--- config.mk ---
export PLATFORM = sky130hd
export DESIGN_NAME = dmem_arbiter_flat
export DESIGN_NICKNAME = d
export VERILOG_FILES = /design/src/rtl/dmem_arbiter_if.sv /design/src/rtl/dmem_arbiter.sv /design/src/flat_wrapper.sv
export SDC_FILE = /design/constraint.sdc
export NUM_CORES = 1
export LEC_CHECK = 0
export BUFFER_PORTS_ARGS = -buffer_cell sky130_fd_sc_hd__buf_4
export CAP_MARGIN = 0
export CORE_ASPECT_RATIO = 1.25
export CORE_MARGIN = 2
export CORE_UTILIZATION = 42
export CTS_CLUSTER_SIZE = 40
export DETAILED_ROUTE_END_ITERATION = 8
export PLACE_DENSITY = 0.77
export RECOVER_POWER = 100
export SYNTH_ARGS = -nofsm -noshare
export SYNTH_HDL_FRONTEND = slang
export SYNTH_SLANG_ARGS = --single-unit
--- constraint.sdc ---
create_clock -name clk -period 1.4 [get_ports clk]
set_input_delay 0.28 -clock clk [delete_from_list [all_inputs] [get_ports clk]]
set_output_delay 0.28 -clock clk [all_outputs]
set_load 0.01 [all_outputs]
--- src/rtl/dmem_arbiter_if.sv ---
// Bus bundle between the MEM-stage port (P), the loader/debug port (D) and dmem.
// slave: the arbiter; master: the requesters plus memory that surround it.
interface dmem_arbiter_if;
    logic        PReq, PWE, PSign, PStall;
    logic [1:0]  PSize;
    logic [0:31] PAddr, PWData, PRData;
    logic        DReq, DWE, DSign, DDone;
    logic [1:0]  DSize;
    logic [0:31] DAddr, DWData, DRData;
    logic        MWE, MSign;
    logic [1:0]  MSize;
    logic [0:31] MAddr, MWData, MRData;

    modport slave (
        input  PReq, PWE, PSign, PSize, PAddr, PWData,
        input  DReq, DWE, DSign, DSize, DAddr, DWData,
        input  MRData,
        output PStall, PRData, DDone, DRData,
        output MAddr, MWData, MWE, MSize, MSign
    );

    modport master (
        output PReq, PWE, PSign, PSize, PAddr, PWData,
        output DReq, DWE, DSign, DSize, DAddr, DWData,
        output MRData,
        input  PStall, PRData, DDone, DRData,
        input  MAddr, MWData, MWE, MSize, MSign
    );
endinterface

--- src/rtl/dmem_arbiter.sv ---
// Round-robin arbiter and access sequencer sharing the single-ported dmem between
// the pipeline MEM port (P) and the loader/debug port (D).
module dmem_arbiter #(
    parameter int LATENCY = 2
) (
    input  logic           clk,
    input  logic           reset,
    dmem_arbiter_if.slave  bus
);
    localparam int CW = (LATENCY > 1) ? $clog2(LATENCY) : 1;

    typedef enum logic [1:0] {IDLE, ACCESS, DONE} state_t;

    state_t      state, state_nxt;
    logic        owner_d, last_d;
    logic [CW-1:0] cnt;
    logic [0:31] lat_addr, lat_wdata;
    logic        lat_we, lat_sign;
    logic [1:0]  lat_size;
    logic [0:31] prdata_q, drdata_q;
    logic        grant, grant_d, final_cyc;

    always_ff @(posedge clk or negedge reset) begin
        if (!reset) state <= IDLE;
        else        state <= state_nxt;
    end

    // grant_d selects D; on a tie the port that did not win last time goes next.
    always_comb begin
        grant     = 1'b0;
        grant_d   = 1'b0;
        final_cyc = 1'b0;
        state_nxt = state;
        unique case (state)
            IDLE: begin
                grant   = bus.PReq | bus.DReq;
                grant_d = (bus.PReq & bus.DReq) ? ~last_d : bus.DReq;
                if (grant) state_nxt = ACCESS;
            end
            ACCESS: begin
                final_cyc = (cnt == '0);
                if (final_cyc) state_nxt = DONE;
            end
            DONE:    state_nxt = IDLE;
            default: state_nxt = IDLE;
        endcase
    end

    always_comb begin
        bus.MWE    = final_cyc & lat_we;
        bus.DDone  = (state == DONE) & owner_d;
        bus.PStall = bus.PReq & ~((state == DONE) & ~owner_d);
    end

    always_ff @(posedge clk or negedge reset) begin
        if (!reset) begin
            owner_d   <= 1'b0;
            last_d    <= 1'b1;
            cnt       <= '0;
            lat_addr  <= '0;
            lat_wdata <= '0;
            lat_we    <= 1'b0;
            lat_size  <= '0;
            lat_sign  <= 1'b0;
            prdata_q  <= '0;
            drdata_q  <= '0;
        end else begin
            if (grant) begin
                owner_d   <= grant_d;
                last_d    <= grant_d;
                cnt       <= CW'(LATENCY - 1);
                lat_addr  <= grant_d ? bus.DAddr  : bus.PAddr;
                lat_wdata <= grant_d ? bus.DWData : bus.PWData;
                lat_we    <= grant_d ? bus.DWE    : bus.PWE;
                lat_size  <= grant_d ? bus.DSize  : bus.PSize;
                lat_sign  <= grant_d ? bus.DSign  : bus.PSign;
            end else if (state == ACCESS && cnt != '0) begin
                cnt <= cnt - 1'b1;
            end
            // Loads capture on the last memory cycle; stores leave both read registers alone.
            if (final_cyc && !lat_we) begin
                if (owner_d) drdata_q <= bus.MRData;
                else         prdata_q <= bus.MRData;
            end
        end
    end

    assign bus.MAddr  = lat_addr;
    assign bus.MWData = lat_wdata;
    assign bus.MSize  = lat_size;
    assign bus.MSign  = lat_sign;
    assign bus.PRData = prdata_q;
    assign bus.DRData = drdata_q;
endmodule

--- src/flat_wrapper.sv ---
// flat-port wrapper written by rule: the top's interface ports become plain ports
module dmem_arbiter_flat 
#(
    parameter int LATENCY = 2
)
  (clk, reset, bus_PReq, bus_PWE, bus_PSign, bus_PSize, bus_PAddr, bus_PWData, bus_DReq, bus_DWE, bus_DSign, bus_DSize, bus_DAddr, bus_DWData, bus_MRData, bus_PStall, bus_PRData, bus_DDone, bus_DRData, bus_MAddr, bus_MWData, bus_MWE, bus_MSize, bus_MSign);
  dmem_arbiter_if bus_i ();
  input  logic clk;
  input  logic reset;
  input wire logic [$bits(bus_i.PReq)-1:0] bus_PReq;
  input wire logic [$bits(bus_i.PWE)-1:0] bus_PWE;
  input wire logic [$bits(bus_i.PSign)-1:0] bus_PSign;
  input wire logic [$bits(bus_i.PSize)-1:0] bus_PSize;
  input wire logic [$bits(bus_i.PAddr)-1:0] bus_PAddr;
  input wire logic [$bits(bus_i.PWData)-1:0] bus_PWData;
  input wire logic [$bits(bus_i.DReq)-1:0] bus_DReq;
  input wire logic [$bits(bus_i.DWE)-1:0] bus_DWE;
  input wire logic [$bits(bus_i.DSign)-1:0] bus_DSign;
  input wire logic [$bits(bus_i.DSize)-1:0] bus_DSize;
  input wire logic [$bits(bus_i.DAddr)-1:0] bus_DAddr;
  input wire logic [$bits(bus_i.DWData)-1:0] bus_DWData;
  input wire logic [$bits(bus_i.MRData)-1:0] bus_MRData;
  output wire logic [$bits(bus_i.PStall)-1:0] bus_PStall;
  output wire logic [$bits(bus_i.PRData)-1:0] bus_PRData;
  output wire logic [$bits(bus_i.DDone)-1:0] bus_DDone;
  output wire logic [$bits(bus_i.DRData)-1:0] bus_DRData;
  output wire logic [$bits(bus_i.MAddr)-1:0] bus_MAddr;
  output wire logic [$bits(bus_i.MWData)-1:0] bus_MWData;
  output wire logic [$bits(bus_i.MWE)-1:0] bus_MWE;
  output wire logic [$bits(bus_i.MSize)-1:0] bus_MSize;
  output wire logic [$bits(bus_i.MSign)-1:0] bus_MSign;
  assign bus_i.PReq = bus_PReq;
  assign bus_i.PWE = bus_PWE;
  assign bus_i.PSign = bus_PSign;
  assign bus_i.PSize = bus_PSize;
  assign bus_i.PAddr = bus_PAddr;
  assign bus_i.PWData = bus_PWData;
  assign bus_i.DReq = bus_DReq;
  assign bus_i.DWE = bus_DWE;
  assign bus_i.DSign = bus_DSign;
  assign bus_i.DSize = bus_DSize;
  assign bus_i.DAddr = bus_DAddr;
  assign bus_i.DWData = bus_DWData;
  assign bus_i.MRData = bus_MRData;
  assign bus_PStall = bus_i.PStall;
  assign bus_PRData = bus_i.PRData;
  assign bus_DDone = bus_i.DDone;
  assign bus_DRData = bus_i.DRData;
  assign bus_MAddr = bus_i.MAddr;
  assign bus_MWData = bus_i.MWData;
  assign bus_MWE = bus_i.MWE;
  assign bus_MSize = bus_i.MSize;
  assign bus_MSign = bus_i.MSign;
  dmem_arbiter #(.LATENCY(LATENCY)) u_core (.clk(clk), .reset(reset), .bus(bus_i));
endmodule
Word-level counts from Yosys, hierarchy flattened
Index checks and enable logic that the tools add are counted.
- bits in registers: 137
- bits of input ports: 172
- add/sub/neg operators: 1
- eq/ne operators: 4
- muxes and demuxes: 14
- bitwise operators: 10
- reduce and logical (&&, ||, !) cells: 8
- operators with widths (operator ; count):
    $mux W32 ; 2
    $mux W1 ; 8
    $mux W2 ; 3
    $reduce_and A2 Y1 ; 3
    $and A1 B1 Y1 ; 5
    $not A1 Y1 ; 4
    $pmux W2 S2 ; 1
    $eq A2 B1 Y1 const B ; 1
    $eq A2 B2 Y1 const B ; 1
    $logic_and A1 B1 Y1 ; 2
    $logic_not A2 Y1 ; 1
    $ne A2 B1 Y1 const B ; 1
    $ne A2 B2 Y1 const B ; 1
    $reduce_bool A2 Y1 ; 1
    $logic_not A1 Y1 ; 1
    $or A1 B1 Y1 ; 1
    $sub A1 B1 Y1 const B ; 1

Longest topological paths before layout
- word-level depth: 4
- gate-level depth with buffers: 6
- gate-level depth less buffers: 3

Worst setup path before layout
Ideal clock, no wire load.
- kind: register -> register
- start: reg u_core.last_d
- end: reg u_core.lat_size[0], in the netlist u_core.bus.MSize[0]
- library setup time: 136 ps
- arrival time: 1403 ps
- path slack: -139 ps
- stages on the path, launching flop included: 7
- buffers on the path: 3
- period minus slack after synthesis: 1539 ps
- cells stage by stage: dfstp_2 > buf_2 > nand2_1 > nand3_1 > clkbuf_1 > buf_2 > o211ai_1
- cells in the longest elaborated chain, start to end: 4
- ends and longest elaborated chain (element ; RTL line ; source):
    start, declared ; dmem_arbiter.sv:15 ; logic owner_d, last_d;
    start signal, assigned ; dmem_arbiter.sv:70 ; last_d <= grant_d;
    $not A1 Y1 ; dmem_arbiter.sv:37 ; grant_d = (bus.PReq & bus.DReq) ? ~last_d : bus.DReq;
    $mux W1 ; dmem_arbiter.sv:37 ;
    $mux W1 ; dmem_arbiter.sv:34 ; unique case (state)
    $mux W2 ; dmem_arbiter.sv:75 ; lat_size <= grant_d ? bus.DSize : bus.PSize;
    end signal, assigned ; dmem_arbiter.sv:75 ;
    end, declared ; dmem_arbiter.sv:19 ; logic [1:0] lat_size;
No other way between the ends.
A chain may end at the register's enable or synchronous reset.

Final worst setup path
- start: reg u_core.state[1]
- end: out bus_MWE
- cells in the longest elaborated chain, start to end: 3
- ends and longest elaborated chain (element ; RTL line ; source):
    start, declared ; dmem_arbiter.sv:14 ; state_t state, state_nxt;
    start signal, assigned ; dmem_arbiter.sv:25 ; else state <= state_nxt;
    $eq A2 B1 Y1 ; dmem_arbiter.sv:34 ;
    $mux W1 ; dmem_arbiter.sv:34 ;
    $and A1 B1 Y1 ; dmem_arbiter.sv:50 ; bus.MWE = final_cyc & lat_we;
    end, declared ; flat_wrapper.sv:29 ; output wire logic [$bits(bus_i.MWE)-1:0] bus_MWE;
No other way between the ends.

==> results.cfg <==
[clocking]
root_buffer = clkbuf_16
clock_latency_ps = 410
cts.sinks = 137
cts_made_buffers = 17
htree_num_levels = 4
ctsLongestPathBuffers = 2
clk_pin_slew_ps = 60
cts_tree = done

[timing]
max_freq_ghz = 0.592
setup_viol = 137
drv_slew = 0
fin_crit_sh_pct = 121
setup_ws_ps = -291
tightest_slew_ps = 995
finClkSkew_ps = 9.39
period_minus_slack_ps = 1690
setup_tns_ps = -20400
slew_headroom_pct = 33.6
rsz0062_at_grt = yes
finalHoldViolations = 0

[die]
die_h_um = 142
core_mm2 = 0.0149
start_util_pct = 42.8
rows = 50
die_w_um = 114
ios = 306
die-area_mm2 = 0.0162

[synth]
netlist_instances = 552
ys_async_sr_fraction_pct = 100
synthFlopType = dfrtp_1
yosysWarnings = 0
synth_cell_type_count = 30
synth_edf_count = 0
synth_seq_cells = 137
syn_area_mm2 = 0.00637
syn_area_per_cell_um2 = 11.5
synth_nets = 724
ys_seq_area_share_pct = 53.9

[power]
p_leak_uw = 0.00445
p_per_area_mw_per_mm2 = 2270
peakVddDrop_v = 0.00127
p_total_uw = 23100

[worst_setup_path]
rr_startpoint = u_core.state[1]
crit_start = u_core.state[1]
critPathTopFamily = flip-flops
cp-start-kind = flip-flop
r2r_setup_slack_ps = -290
path_depth = 4
worstPathArrival_ps = 1410
rr_worst_depth = 5
crit_type = flip-flop to output pin
required_ps = 1120
r2r_end = u_core.bus.DRData[14]
slowest_stage = dfrtp_2
max_stage_delay_ps = 440
worstSetupEndpointType = output pin
crit_fanout = 4
crit_path_cell_trace = nor3b_2 > buf_4 > and2_4 > buf_6
timing.critical_path.buf_inv = 2

[min_path]
whs_endpoint = u_core.bus.DRData[22]
worstHoldStart = bus_MRData[9]
min_path_cells = 2
min_path_type = input pin to flip-flop

[finish]
area_growth_pct = 59.8
final_cell_mix = buf_4, dfrtp_1, clkbuf_1
multi_input_area_mm2 = 0.00312
final_common_cell = buf_4
antenna_cells = 0
nets = 1039
drive_above_1_share_pct = 45.5
design_area_mm2 = 0.0102
fin_util_pct = 68.3
register_area_mm2 = 0.00343
fill_cells = 1192

[placement]
placed_area_mm2 = 0.00908
place_hpwl_um = 13700
pre_cts_slack_ps = -135
place_congestion = 0.838
port_buffers = 305

[detailed_routing]
drc = 0
routed_via_density = 5.67
avgRoutedWirePerCell_um = 20.6
drt_iter0_drc = 433
first_pass_iters = 5
wl_um = 21800
vias = 6021
ant_nets = 0

[run_status]
status = finished, violations left
violations = setup timing

[global_route]
grt_max_degree = 69
track_usage_pct = 25.0
grt_pass1_wl_um = 31900
grt.overflow.total = 0
grt_pass1_vias = 5950
antenna_found_initial = 0

[job]
cap_violations = 0
==> worst reg2reg max path: cells and delay by family, from the launching register on <==
kind          cells  cell delay [ps]
buf+inv           2              490
flops             1              440
mux               1              310
simple gates      2              340
==> state kept, by name, indices dropped and copies added, names as in the netlist, 2 cells and up <==
register           flops
u_core.bus.DRData     32
u_core.bus.MSize       2
u_core.bus.PRData     32
u_core.state           2
u_core.bus.MWData     32
u_core.bus.MAddr      32
==> cell type report <==
type / count / area share (%)
Sequential cell: 137 / 33.7
Inverter: 71 / 2.62
Multi-Input combinational cell: 287 / 30.6
Clock buffer: 19 / 4.35
Clock inverter: 13 / 1.64
Tap cell: 182 / 2.24
Timing Repair Buffer: 353 / 24.8
==> synth_stat cells (all sizes together), types with 2 or more instances <==
| cell type | number | area, um2 |
|---|---|---|
| nand2 | 3 | 11.3 |
| nor2 | 2 | 10.0 |
| mux2 | 64 | 833 |
| dfrtp | 136 | 3400 |
| o211ai | 68 | 510 |
| clkbuf | 46 | 174 |
| o2111ai | 68 | 596 |
| inv | 71 | 267 |
| buf | 11 | 81.3 |
| a21o | 2 | 15.0 |
| o21ai | 70 | 350 |
| nor3b | 2 | 20.0 |
==> cells by family after synthesis <==
group	Yosys count	share of synthesized area, %
compound gates	209	23.2
buf+inv	128	8.19
simple gates	14	1.63
flops	137	53.9
mux	64	13.1
==> where the power goes <==
part / total, uW / internal (uW) / switching [uW]
combinational: 11300 / 5280 / 6000
clock: 4650 / 2870 / 1780
sequential: 7210 / 6000 / 1210
==> timing repair <==
| item | in CTS | in global routing |
|---|---|---|
| pin swaps | 3 | 109 |
| endpoints found under the setup margin | 135 | 137 |
| setup buffers | 8 | 0 |
| hold buffers | 1 | 0 |
| hold endpoints to repair | 31 | 0 |
| resized for setup | 16 | 116 |
| cloned | 2 | 6 |
==> stage by stage <==
stage	hold slack, ps	cells
CTS	96.9	1056
global placement	206	1013
detailed placement	205	1013
finish	111	1062
floorplan	-15.6	552
global route	99.6	1062
==> routing by layer <==
layer	share of wire, %	track usage [%]
met3	6.8	5.81
met4	3.2	8.22
met1	39	30.4
met5	0	0
met2	51	43.5
==> worst max path at each step <==
stage | endpoint
floorplan | u_core.bus.PRData[10]
global placement | u_core.lat_we
detailed placement | u_core.bus.MAddr[8]
CTS | bus_MWE
global route | bus_MWE
finish | bus_MWE
No activity file was read; power rests on OpenSTA's default activity.
